--- src/rtl/fib_job_sequencer_if.sv ---
// Requester-side bundle of the Fibonacci job sequencer: requests with their
// packed N operands, grants, results and the done/ack handshake.
interface fib_job_sequencer_if #(
  parameter int NREQ = 2,
  parameter int N_W  = 6,
  parameter int D_W  = 32
);
  logic [NREQ-1:0]     req;
  logic [NREQ*N_W-1:0] req_n;
  logic [NREQ-1:0]     ack;
  logic [NREQ-1:0]     gnt;
  logic [NREQ-1:0]     done;
  logic [D_W-1:0]      result;

  modport master (output req, req_n, ack, input gnt, done, result);
  modport slave  (input req, req_n, ack, output gnt, done, result);
endinterface

--- src/rtl/fib_job_sequencer.sv ---
// Round-robin controller that shares one Fibonacci datapath among NREQ
// requesters, sequencing load/iterate phases and returning F(N) per job.
module fib_job_sequencer #(
  parameter int NREQ = 2,
  parameter int N_W  = 6,
  parameter int D_W  = 32
) (
  input  logic           clock,
  input  logic           reset,
  fib_job_sequencer_if.slave bus,
  output logic           busy,
  output logic           dp_en_n,
  output logic           dp_select,
  output logic           dp_en_reg1,
  output logic           dp_en_reg2,
  input  logic [D_W-1:0] dp_fib
);

  localparam int IDX_W = $clog2(NREQ);

  typedef enum logic [2:0] {IDLE, LOAD, RUN, CAPTURE, RESP} state_t;

  state_t           state, state_next;
  logic [IDX_W-1:0] ptr, idx, pick, cand;
  logic [IDX_W:0]   sum;
  logic             found;
  logic [N_W-1:0]   n_lat, cnt;
  logic [D_W-1:0]   result_q;
  logic [NREQ-1:0]  idx_onehot;

  // First set request at or above ptr, wrapping to zero.
  always_comb begin
    found = 1'b0;
    pick  = '0;
    sum   = '0;
    cand  = '0;
    for (int k = 0; k < NREQ; k++) begin
      sum = {1'b0, ptr} + (IDX_W+1)'(k);
      if (sum >= (IDX_W+1)'(NREQ))
        sum = sum - (IDX_W+1)'(NREQ);
      cand = sum[IDX_W-1:0];
      if (!found && bus.req[cand]) begin
        found = 1'b1;
        pick  = cand;
      end
    end
  end

  always_comb begin
    state_next = state;
    case (state)
      IDLE:    if (found) state_next = LOAD;
      LOAD:    state_next = (n_lat == '0) ? CAPTURE : RUN;
      RUN:     if (cnt == n_lat - N_W'(1)) state_next = CAPTURE;
      CAPTURE: state_next = RESP;
      RESP:    if (bus.ack[idx]) state_next = IDLE;
      default: state_next = IDLE;
    endcase
  end

  always_comb begin
    idx_onehot = {{(NREQ-1){1'b0}}, 1'b1} << idx;
    bus.gnt    = '0;
    bus.done   = '0;
    busy       = 1'b0;
    dp_en_n    = 1'b0;
    dp_select  = 1'b0;
    dp_en_reg1 = 1'b0;
    dp_en_reg2 = 1'b0;
    if (state != IDLE) begin
      bus.gnt = idx_onehot;
      busy    = 1'b1;
    end
    case (state)
      LOAD: begin
        dp_en_n    = 1'b1;
        dp_select  = 1'b1;
        dp_en_reg1 = 1'b1;
        dp_en_reg2 = 1'b1;
      end
      RUN: begin
        dp_en_reg1 = 1'b1;
        dp_en_reg2 = 1'b1;
      end
      RESP:    bus.done = idx_onehot;
      default: ;
    endcase
  end

  assign bus.result = result_q;

  // The index and N are latched at grant so later req/req_n changes are ignored.
  always_ff @(posedge clock or negedge reset) begin
    if (!reset) begin
      state    <= IDLE;
      ptr      <= '0;
      idx      <= '0;
      n_lat    <= '0;
      cnt      <= '0;
      result_q <= '0;
    end else begin
      state <= state_next;
      case (state)
        IDLE: if (found) begin
          idx   <= pick;
          n_lat <= bus.req_n[int'(pick)*N_W +: N_W];
        end
        LOAD:    cnt <= '0;
        RUN:     cnt <= cnt + N_W'(1);
        CAPTURE: result_q <= dp_fib;
        RESP: if (bus.ack[idx])
          ptr <= (idx == IDX_W'(NREQ-1)) ? '0 : idx + IDX_W'(1);
        default: ;
      endcase
    end
  end

endmodule

--- src/flat_wrapper.sv ---
// flat-port wrapper written by rule: the top's interface ports become plain ports
module fib_job_sequencer_flat 
#(
  parameter int NREQ = 2,
  parameter int N_W  = 6,
  parameter int D_W  = 32
)
  (clock, reset, busy, dp_en_n, dp_select, dp_en_reg1, dp_en_reg2, dp_fib, bus_req, bus_req_n, bus_ack, bus_gnt, bus_done, bus_result);
  fib_job_sequencer_if #(.NREQ(NREQ), .N_W(N_W), .D_W(D_W)) bus_i ();
  input  logic clock;
  input  logic reset;
  output logic busy;
  output logic dp_en_n;
  output logic dp_select;
  output logic dp_en_reg1;
  output logic dp_en_reg2;
  input  logic [D_W-1:0] dp_fib;
  input wire logic [$bits(bus_i.req)-1:0] bus_req;
  input wire logic [$bits(bus_i.req_n)-1:0] bus_req_n;
  input wire logic [$bits(bus_i.ack)-1:0] bus_ack;
  output wire logic [$bits(bus_i.gnt)-1:0] bus_gnt;
  output wire logic [$bits(bus_i.done)-1:0] bus_done;
  output wire logic [$bits(bus_i.result)-1:0] bus_result;
  assign bus_i.req = bus_req;
  assign bus_i.req_n = bus_req_n;
  assign bus_i.ack = bus_ack;
  assign bus_gnt = bus_i.gnt;
  assign bus_done = bus_i.done;
  assign bus_result = bus_i.result;
  fib_job_sequencer #(.NREQ(NREQ), .N_W(N_W), .D_W(D_W)) u_core (.clock(clock), .reset(reset), .bus(bus_i), .busy(busy), .dp_en_n(dp_en_n), .dp_select(dp_select), .dp_en_reg1(dp_en_reg1), .dp_en_reg2(dp_en_reg2), .dp_fib(dp_fib));
endmodule
--- config.mk ---
export PLATFORM = sky130hd
export DESIGN_NAME = fib_job_sequencer_flat
export DESIGN_NICKNAME = d
export VERILOG_FILES = /design/src/rtl/fib_job_sequencer_if.sv /design/src/rtl/fib_job_sequencer.sv /design/src/flat_wrapper.sv
export SDC_FILE = /design/constraint.sdc
export NUM_CORES = 1
export LEC_CHECK = 0
export BUFFER_PORTS_ARGS = -buffer_cell sky130_fd_sc_hd__buf_2
export CAP_MARGIN = 40
export CORE_AREA = 2 2 89 91
export CTS_BUF_LIST = sky130_fd_sc_hd__clkbuf_8
export CTS_CLUSTER_DIAMETER = 80
export DETAILED_ROUTE_END_ITERATION = 6
export DIE_AREA = 0 0 91 93
export PLACE_DENSITY = 0.57
export SYNTH_ARGS = -nofsm -noshare
export SYNTH_HDL_FRONTEND = slang
export SYNTH_SLANG_ARGS = --single-unit
--- constraint.sdc ---
create_clock -name clock -period 1.7 [get_ports clock]
set_input_delay 0.085 -clock clock [delete_from_list [all_inputs] [get_ports clock]]
set_output_delay 0.085 -clock clock [all_outputs]
set_load 0.01 [all_outputs]
## After elaboration in Yosys (flattened, before gate mapping)

Cells that the tools add are included.

| operators by class | value |
|---|---|
| $add $sub $neg | 6 |
| $lt $le $gt $ge | 5 |
| shift-type cells | 2 |
| reductions and logical operators | 10 |
| muxes and demuxes | 24 |
| equal/unequal tests | 8 |
| multiply operators | 1 |

Operator list:

| operator | number |
|---|---|
| 12-bit by 32-bit variable part select with 6-bit output | 1 |
| 1-bit two-way mux | 17 |
| 3-bit one-hot mux with 5 select lines | 1 |
| 6-bit one-hot mux with 2 select lines | 1 |
| 3-bit two-way mux | 3 |
| 6-bit by 1-bit adder with 6-bit output (second input constant) | 1 |
| 3-bit by 2-bit equality test with 1-bit output (second input constant) | 2 |
| 6-bit equality test | 1 |
| 6-bit zero test | 1 |
| 1-bit by 2-bit < comparator with 1-bit output (second input constant) | 3 |
| 2-bit by 1-bit != test with 1-bit output (second input constant) | 3 |
| 6-bit by 1-bit subtractor with 6-bit output (second input constant) | 1 |
| 2-bit two-way mux | 2 |
| 2-bit AND reduction | 2 |
| 3-bit by 1-bit equality test with 1-bit output (second input constant) | 1 |
| 3-bit equality test (second input constant) | 1 |
| 3-bit zero test | 1 |
| 1-bit by 2-bit multiplier with 3-bit output (second input constant) | 1 |
| 3-bit AND reduction | 1 |
| 3-bit nonzero test | 1 |
| 1-bit by 1-bit adder with 2-bit output (second input constant) | 1 |
| 1-bit by 2-bit >= comparator with 1-bit output (second input constant) | 1 |
| 2-bit >= comparator (second input constant) | 1 |
| 2-bit nonzero test | 1 |
| other kinds (6) | 7 |

| storage, ports and cells | value |
|---|---|
| output and inout bits | 41 |
| bits in registers | 49 |

## Depth between registers and ports, before layout

Gate-level depths: netlist of the first run.

| logic depth | value |
|---|---|
| depth after elaboration | 10 |
| depth in mapped cells | 6 |

## Least setup slack after synthesis of the first run

No wires, ideal clock.

| timing | value |
|---|---|
| path type | reg-to-output |
| from | register u_core.state[0] |
| to | output port dp_en_reg2 |
| arrival time | 1.314 ns |
| slack | 0.301 ns |
| stages on the path, launching flop included | 6 |
| path through | dfrtp_1 > or3b_4 > inv_2 > nor2_1 > inv_1 > buf_4 |

| between the ends | value |
|---|---|
| word-level cells in the longest chain between the ends | 3 |
| elaborated cells between the ends (all ways) | 4 |
| classes of those cells | eq/ne (2); mux (1); reduce/logical (1) |

Ends and longest elaborated chain:

| what | line | source |
|---|---|---|
| from (decl) | fib_job_sequencer.sv:23 | `state_t state, state_next;` |
| from (signal assigned) | fib_job_sequencer.sv:102 | `state <= state_next;` |
| 3-bit by 1-bit equality test with 1-bit output or 3-bit by 2-bit equality test with 1-bit output (tied branches) | - |  |
| 2-bit OR reduction (no source line) * | - |  |
| 1-bit two-way mux * | - |  |
| to (decl) | flat_wrapper.sv:16 | `output logic dp_en_reg2;` |

Every way passes the cells marked *; elsewhere a longest branch is shown, timed or not.

## Worst setup path in the final report of the first run

| timing | value |
|---|---|
| from | register u_core.state[0] |
| to | output port dp_en_reg2 |

| between the ends | value |
|---|---|
| word-level cells in the longest chain between the ends | 3 |
| elaborated cells between the ends (all ways) | 4 |
| classes of those cells | eq/ne (2); mux (1); reduce/logical (1) |

Ends and longest elaborated chain:

| what | line | source |
|---|---|---|
| 3-bit by 1-bit equality test with 1-bit output or 3-bit by 2-bit equality test with 1-bit output (tied branches) | fib_job_sequencer.sv:74 | `case (state)` |
| 2-bit OR reduction (no source line) * | - |  |
| 1-bit two-way mux * | fib_job_sequencer.sv:74 |  |

Marks and branches as above.

==> results of run 1 <==
==> sequential cells by signal, summed over array words and instances (netlist names) <==
register	flops
u_core.ptr	1
u_core.state	3
u_core.cnt	6
u_core.n_lat	6
u_core.bus.result	32
u_core.idx	1
==> layout by cell type, fill, tap and decap left out, drive strengths merged, types with 2 or more instances in the layout <==
cell type,netlist,layout
a21oi,3,3
and2,2,2
buf,6,99
clkbuf,0,6
dfrtp,49,49
dlygate4sd3,0,8
ha,2,2
inv,9,10
mux2,33,33
mux2i,6,6
nand2,12,12
nand2b,2,2
nand3,4,4
nand3b,2,2
nand4,2,2
nor2,6,6
nor3,5,5
nor3b,2,2
o21ai,14,14
or3b,2,2
xnor2,4,4
xor2,3,3
==> layout make-up <==
class                      instances  area share
clock inverter                     2      0.0112
sequential                        49       0.406
clock buffer                       6      0.0273
timing repair buffer             107       0.202
inverter                           9      0.0112
tap                              102      0.0421
multi-input combinational        113       0.300
==> critical path: cells and delay by family, from the launching register on <==
| family | cells | cell delay [ns] |
|---|---|---|
| DFF | 1 | 0.45 |
| buffers and inverters | 3 | 0.29 |
| and+or+nand+nor | 2 | 0.48 |
==> per-stage QoR <==
step / instance area, µm² / util / instances / worst slack, ns
2_1_floorplan: 2190 / - / 177 / 0.301
3_3_place_gp: 2780 / 0.369 / 367 / 0.212
3_5_place_dp: 2780 / 0.369 / 367 / 0.104
4_1_cts: 2950 / 0.392 / 381 / 0.00112
5_1_grt: 3030 / 0.402 / 388 / 0.00685
6_report: 3030 / 0.402 / 388 / 0.0868
==> Yosys cell counts, types with 2 or more instances <==
library cell,count
dfrtp_1,49
mux2_2,33
nand2_1,12
o21ai_0,12
inv_1,8
mux2i_1,6
nor2_1,6
buf_2,4
nand3_1,4
nor3_1,4
xnor2_1,4
a21oi_1,3
xor2_1,3
and2_1,2
buf_4,2
ha_1,2
nand2b_1,2
nand4_1,2
==> timing repair <==
| action | 4_1_cts | 5_1_grt |
|---|---|---|
| resized for setup | 4 | 3 |
| hold buffers | 3 | 5 |
| pin swaps | 0 | 0 |
| setup endpoints to repair | 2 | 9 |
| setup buffers | 3 | 2 |
| hold endpoints to repair | 30 | 5 |
==> layer usage <==
metal / routed length, µm / part of all wire / global-route usage / vias to the layer above
met5: 0 / 0 / 0 / -
met4: 67 / 0.014 / 0.0341 / 0
met3: 269 / 0.055 / 0.0330 / 6
met2: 2520 / 0.51 / 0.207 / 44
met1: 2050 / 0.42 / 0.146 / 810
li1: - / - / - / 841
==> kinds of logic (layout without fill, tap and decap cells) <==
group	Yosys count	after routing	synth area share
flops	49	49	0.559
simple gates	42	42	0.111
mux	39	39	0.197
compound gates	23	23	0.0616
buf+inv	15	124	0.0314
xor+xnor	7	7	0.0280
fa+ha+maj	2	2	0.0114
==> power breakdown <==
part | total [mW] | leakage (nW) | internal (mW) | switching, mW
logic | 2.48 | 0.825 | 1.28 | 1.20
clock network | 0.857 | 0.0626 | 0.474 | 0.383
registers | 2.11 | 0.583 | 1.72 | 0.384
total | 5.44 | 1.47 | 3.48 | 1.96
==> final timing paths <==
path                       slack, ns                     to                   from  depth (start not counted)
hold reg to reg                 0.51  u_core.bus.result[26]  u_core.bus.result[26]                          1
min in group asynchronous       0.35  u_core.bus.result[19]                  reset                          2
hold / removal                  0.01   u_core.bus.result[4]              dp_fib[4]                          2
max in group asynchronous       0.72  u_core.bus.result[21]                  reset                          3
setup reg to reg                0.19          u_core.cnt[5]        u_core.state[2]                          5
setup / recovery                0.09             dp_en_reg2        u_core.state[0]                          5
==> results by group, run 1 <==
Synthesis
  • Post-Syn Area: about 2200 µm²
  • Synthesized flop and latch total: 49
  • Asr flop ratio synth: 1.00
  • Synth top area share: 0.559
  • Yosys top cell by area: dfrtp_1
  • Synth cell types: 37
  • EDFF count, synth: 0
  • Syn avg cell area: 12.4 µm²
  • Most used DFF post-synth: dfrtp_1
  • Yosys warns: 0
  • Top cells by area, synth: dfrtp_1, mux2_2, mux2i_1
  • Syn Nets: 229
  • Synthesized netlist cell count: 177
  • Sequential area share after synthesis: 0.559

Timing
  • Worst hold slack: 0.0108 ns
  • Clock Skew: about 0.0052 ns
  • Fmax: between 600 and 700 MHz
  • Final setup violation count: 0
  • RSZ-0062 raised after global routing: false
  • Final slew viol count: 0
  • Total Neg Setup Slack: 0 ns
  • Worst Tran Pin Value: about 0.76 ns
  • Crit path time final: about 1.6 ns
  • Fin crit share: 0.949
  • Final hold vios: 0
  • Slew HR: 0.492

Clocking
  • TritonCTS clock tree: yes
  • Clock transition at path regs: 0.09 ns
  • Clock sink count: ~50
  • CTS HTree Levels: 2
  • Clk root buf: clkbuf_8
  • Max Root-Sink Buffers: 2
  • Skew-Pair Late Insertion Delay: about 0.30 ns
  • Num CTS Buffers: 5

Worst setup path
  • Critical Path RT: ~1.6 ns
  • Crit end category: output port
  • Startpoint types: register
  • Critical path class: register to output port
  • Worst-path maximum fanout: 7
  • Highest-delay cell along the critical path: dfrtp_2
  • Worst EP arrival: 1.53 ns
  • Top cell by count, worst path: inv_2
  • CP cell instances: or3b_4 > inv_2 > nor2_2 > inv_2 > buf_2
  • Slowest Stage Delay on Critical Path: 0.45 ns

Floorplanning
  • Cell Rows: 32
  • Die area: between 8000 and 9000 µm²
  • Initial Utilization: 0.291
  • Overall die width: roughly 90 µm
  • Core area: around 7500 µm²
  • Ports: 91
  • DIE HEIGHT: 93 µm

Route
  • Total Wirelength: about 4.9 mm
  • DR pass1 iterations: 4
  • DR vias/cell: around 4.4
  • DR iter-0 viols: 67
  • DRC viols: 0
  • Antenna Nets Post-Route: 0
  • DR vias: between 1500 and 2000
  • WL per Instance: about 13 µm

Placement
  • GPL Wtd Cong: 0.811
  • Number of I/O port buffers: 90
  • Dpl hpwl: approximately 3.7 mm

Final layout
  • Nets: 337
  • Multi-input gate area: ~910 µm²
  • Number of diodes: 0
  • Filler cells: 785
  • FF+latch area: approximately 1200 µm²
  • Synthesis-to-layout area growth: 38.1%
  • Layout cells sized above 1: 0.531

Power
  • Max VDD drop: about 0.55 mV
  • Pwr Total: 5.44 mW
  • Leakage: 1.47 nW
  • Pwr per Cell Area: ~1800 nW/µm²

GRT
  • Vias in the first global route: approximately 1700
  • First-pass GRT wire length: just over 8 mm
  • Gr ovfl total: 0
  • Initial antenna violation count: 0
  • Gr usage total: 0.119
  • Largest net degree at the start of global routing: 34

Run status
  • Run status: finished, final reports clean

Run
  • MaxCap Viol Count: 0

Min path
  • Worst min-delay path category: primary input to register
Power figures use the tool's default switching activity.
==> run 2, diff against run 1 <==
==> constraint.sdc (replaced) <==
create_clock -name clock -period 1.5 [get_ports clock]
set_input_delay 0.075 -clock clock [delete_from_list [all_inputs] [get_ports clock]]
set_output_delay 0.075 -clock clock [all_outputs]
set_load 0.01 [all_outputs]
==> results by group, run 2 (same netlist as run 1, synthesis figures left out) <==
Run status
  • Violated checks: negative setup slack
  • Run status: finished with violations

Floorplanning
  • Core area: 7530 µm² (unchanged)
  • Ports: 91 (unchanged)
  • Initial Utilization: 0.291 (unchanged)
  • Overall die width: 91 µm (unchanged)
  • Cell Rows: 32 (unchanged)
  • DIE HEIGHT: 93 µm (unchanged)
  • Die area: 8460 µm² (unchanged)

Worst setup path
  • Critical path class: register to output port
  • Critical Path RT: 1.42 ns (-0.20 ns)
  • CP cell instances: buf_12 > nor3b_4 > buf_6 > nor2_4 > inv_2 > buf_6
  • Crit end category: output port
  • Slowest Stage Delay on Critical Path: 0.46 ns (about the same)
  • Startpoint types: register
  • Worst-path maximum fanout: 4 (-3)
  • Top cell by count, worst path: buf_6
  • Worst EP arrival: 1.47 ns (-0.06 ns)
  • Highest-delay cell along the critical path: dfrtp_2

GRT
  • Gr usage total: 0.129 (+0.00988)
  • Largest net degree at the start of global routing: 50 (+47%)
  • Initial antenna violation count: 0 (unchanged)
  • Vias in the first global route: 1957 (+13%)
  • First-pass GRT wire length: 8.76 mm (+8.7%)
  • Gr ovfl total: 0 (unchanged)

Timing
  • Fin crit share: 1.03
  • Final hold vios: 0 (unchanged)
  • Final setup violation count: 6 (+6)
  • RSZ-0062 raised after global routing: true
  • Slew HR: 0.776 (+0.283)
  • Fmax: approximately 650 MHz
  • PnR worst setup slack: -0.0499 ns (-0.137 ns)
  • Worst Tran Pin Value: 0.334 ns (-0.423 ns)
  • Crit path time final: roughly 1.5 ns
  • Final slew viol count: 0 (unchanged)
  • Total Neg Setup Slack: -0.210 ns (-0.210 ns)
  • Clock Skew: 0.00694 ns (+0.00169 ns)

Route
  • DR vias: 1796 (+5.6%)
  • DR pass1 iterations: 4 (unchanged)
  • Total Wirelength: 5.34 mm (+8.9%)
  • DR vias/cell: 4.32 (-1.5%)
  • Antenna Nets Post-Route: 0 (unchanged)
  • DR iter-0 viols: 72 (+7.5%)
  • DRC viols: 0 (unchanged)
  • WL per Instance: 12.8 µm (+1.5%)

Power
  • Pwr Total: 6.48 mW (+19%)
  • Leakage: 1.59 nW (+8.2%)
  • Max VDD drop: 0.685 mV (+24%)
  • Pwr per Cell Area: 1950 nW/µm² (+8.3%)

Placement
  • Dpl hpwl: 3.57 mm (-3.2%)
  • GPL Wtd Cong: 0.719 (-11%)
  • Post-place setup slack: 0.0355 ns (-0.0686 ns)
  • Number of I/O port buffers: 90 (unchanged)

Clocking
  • Clock transition at path regs: 0.09 ns (about the same)
  • TritonCTS clock tree: yes
  • CTS HTree Levels: 2 (unchanged)
  • Skew-Pair Late Insertion Delay: 0.30 ns (about the same)
  • Num CTS Buffers: 5 (unchanged)
  • Clk root buf: clkbuf_8
  • Clock sink count: 49 (unchanged)
  • Max Root-Sink Buffers: 2 (unchanged)

Final layout
  • Commonest non-fill, non-tap cell in the layout: buf_2
  • Most frequent cells in the layout: buf_2, dfrtp_1, mux2_2
  • Layout cells sized above 1: 0.522 (-0.00918)
  • Filler cells: 746 (-5.0%)
  • Final Util: 0.442 (+0.0402)
  • Flip-flop count of the largest register after layout: 32 (unchanged)
  • Synthesis-to-layout area growth: 51.9%
  • Number of diodes: 0 (unchanged)
  • Nets: 365 (+8.3%)

Run
  • MaxCap Viol Count: 0 (unchanged)

Min path
  • Worst min-delay path category: primary input to register
## run 2: power breakdown
group	total [mW]	internal [mW]	switching (mW)
registers	2.39	1.95	0.437
logic	3.33	1.82	1.50
clock network	0.769	0.323	0.446
## run 2: critical path: cells and delay by family, from the launching register on
| family | cells | cell delay, ns |
|---|---|---|
| simple gates | 2 | 0.25 |
| flops | 1 | 0.46 |
| buf+inv | 4 | 0.46 |
## run 2: layout make-up
type | count | area [µm²] | area share
clock inverters | 3 | 18.8 | 0.00563
repair buffers | 135 | 920 | 0.276
well taps | 102 | 128 | 0.0383
flip-flops and latches | 49 | 1230 | 0.369
multi-input cells | 113 | 930 | 0.279
clock buffers | 5 | 68.8 | 0.0207
inverters | 9 | 36.3 | 0.0109
## run 2: per-stage QoR
stage          std cells  instance area, µm²  hold slack (ns)
3_5_place_dp         370                2810           0.0884
3_3_place_gp         370                2810           0.0821
5_1_grt              416                3330         0.000797
2_1_floorplan        177                2190           -0.221
6_report             416                3330          0.00521
4_1_cts              411                3270         0.000290
## run 2: layer usage
layer,track usage,vias up,part of all wire
li1,-,887,-
met5,0,-,0
met4,0.0404,0,0.011
met1,0.149,855,0.40
met2,0.234,50,0.54
met3,0.0338,4,0.050
## run 2: final timing paths
| check | startpoint | end | slack, ns | cells after the start |
|---|---|---|---|---|
| max in group asynchronous | reset | u_core.state[2] | 0.95 | 3 |
| min reg2reg | u_core.bus.result[31] | u_core.bus.result[31] | 0.50 | 1 |
| max | u_core.state[0] | dp_en_reg1 | -0.05 | 6 |
| min | dp_fib[13] | u_core.bus.result[13] | 0.005 | 2 |
| min in group asynchronous | reset | u_core.bus.result[19] | 0.30 | 3 |
| max reg2reg | u_core.state[0] | u_core.cnt[5] | -0.03 | 6 |
## run 2: what timing repair did
item,CTS,global route
setup buffers,10,3
pin swaps,4,5
endpoints found under the hold margin,72,2
setup endpoints to repair,8,9
hold buffers,24,2
gates resized for setup,13,5
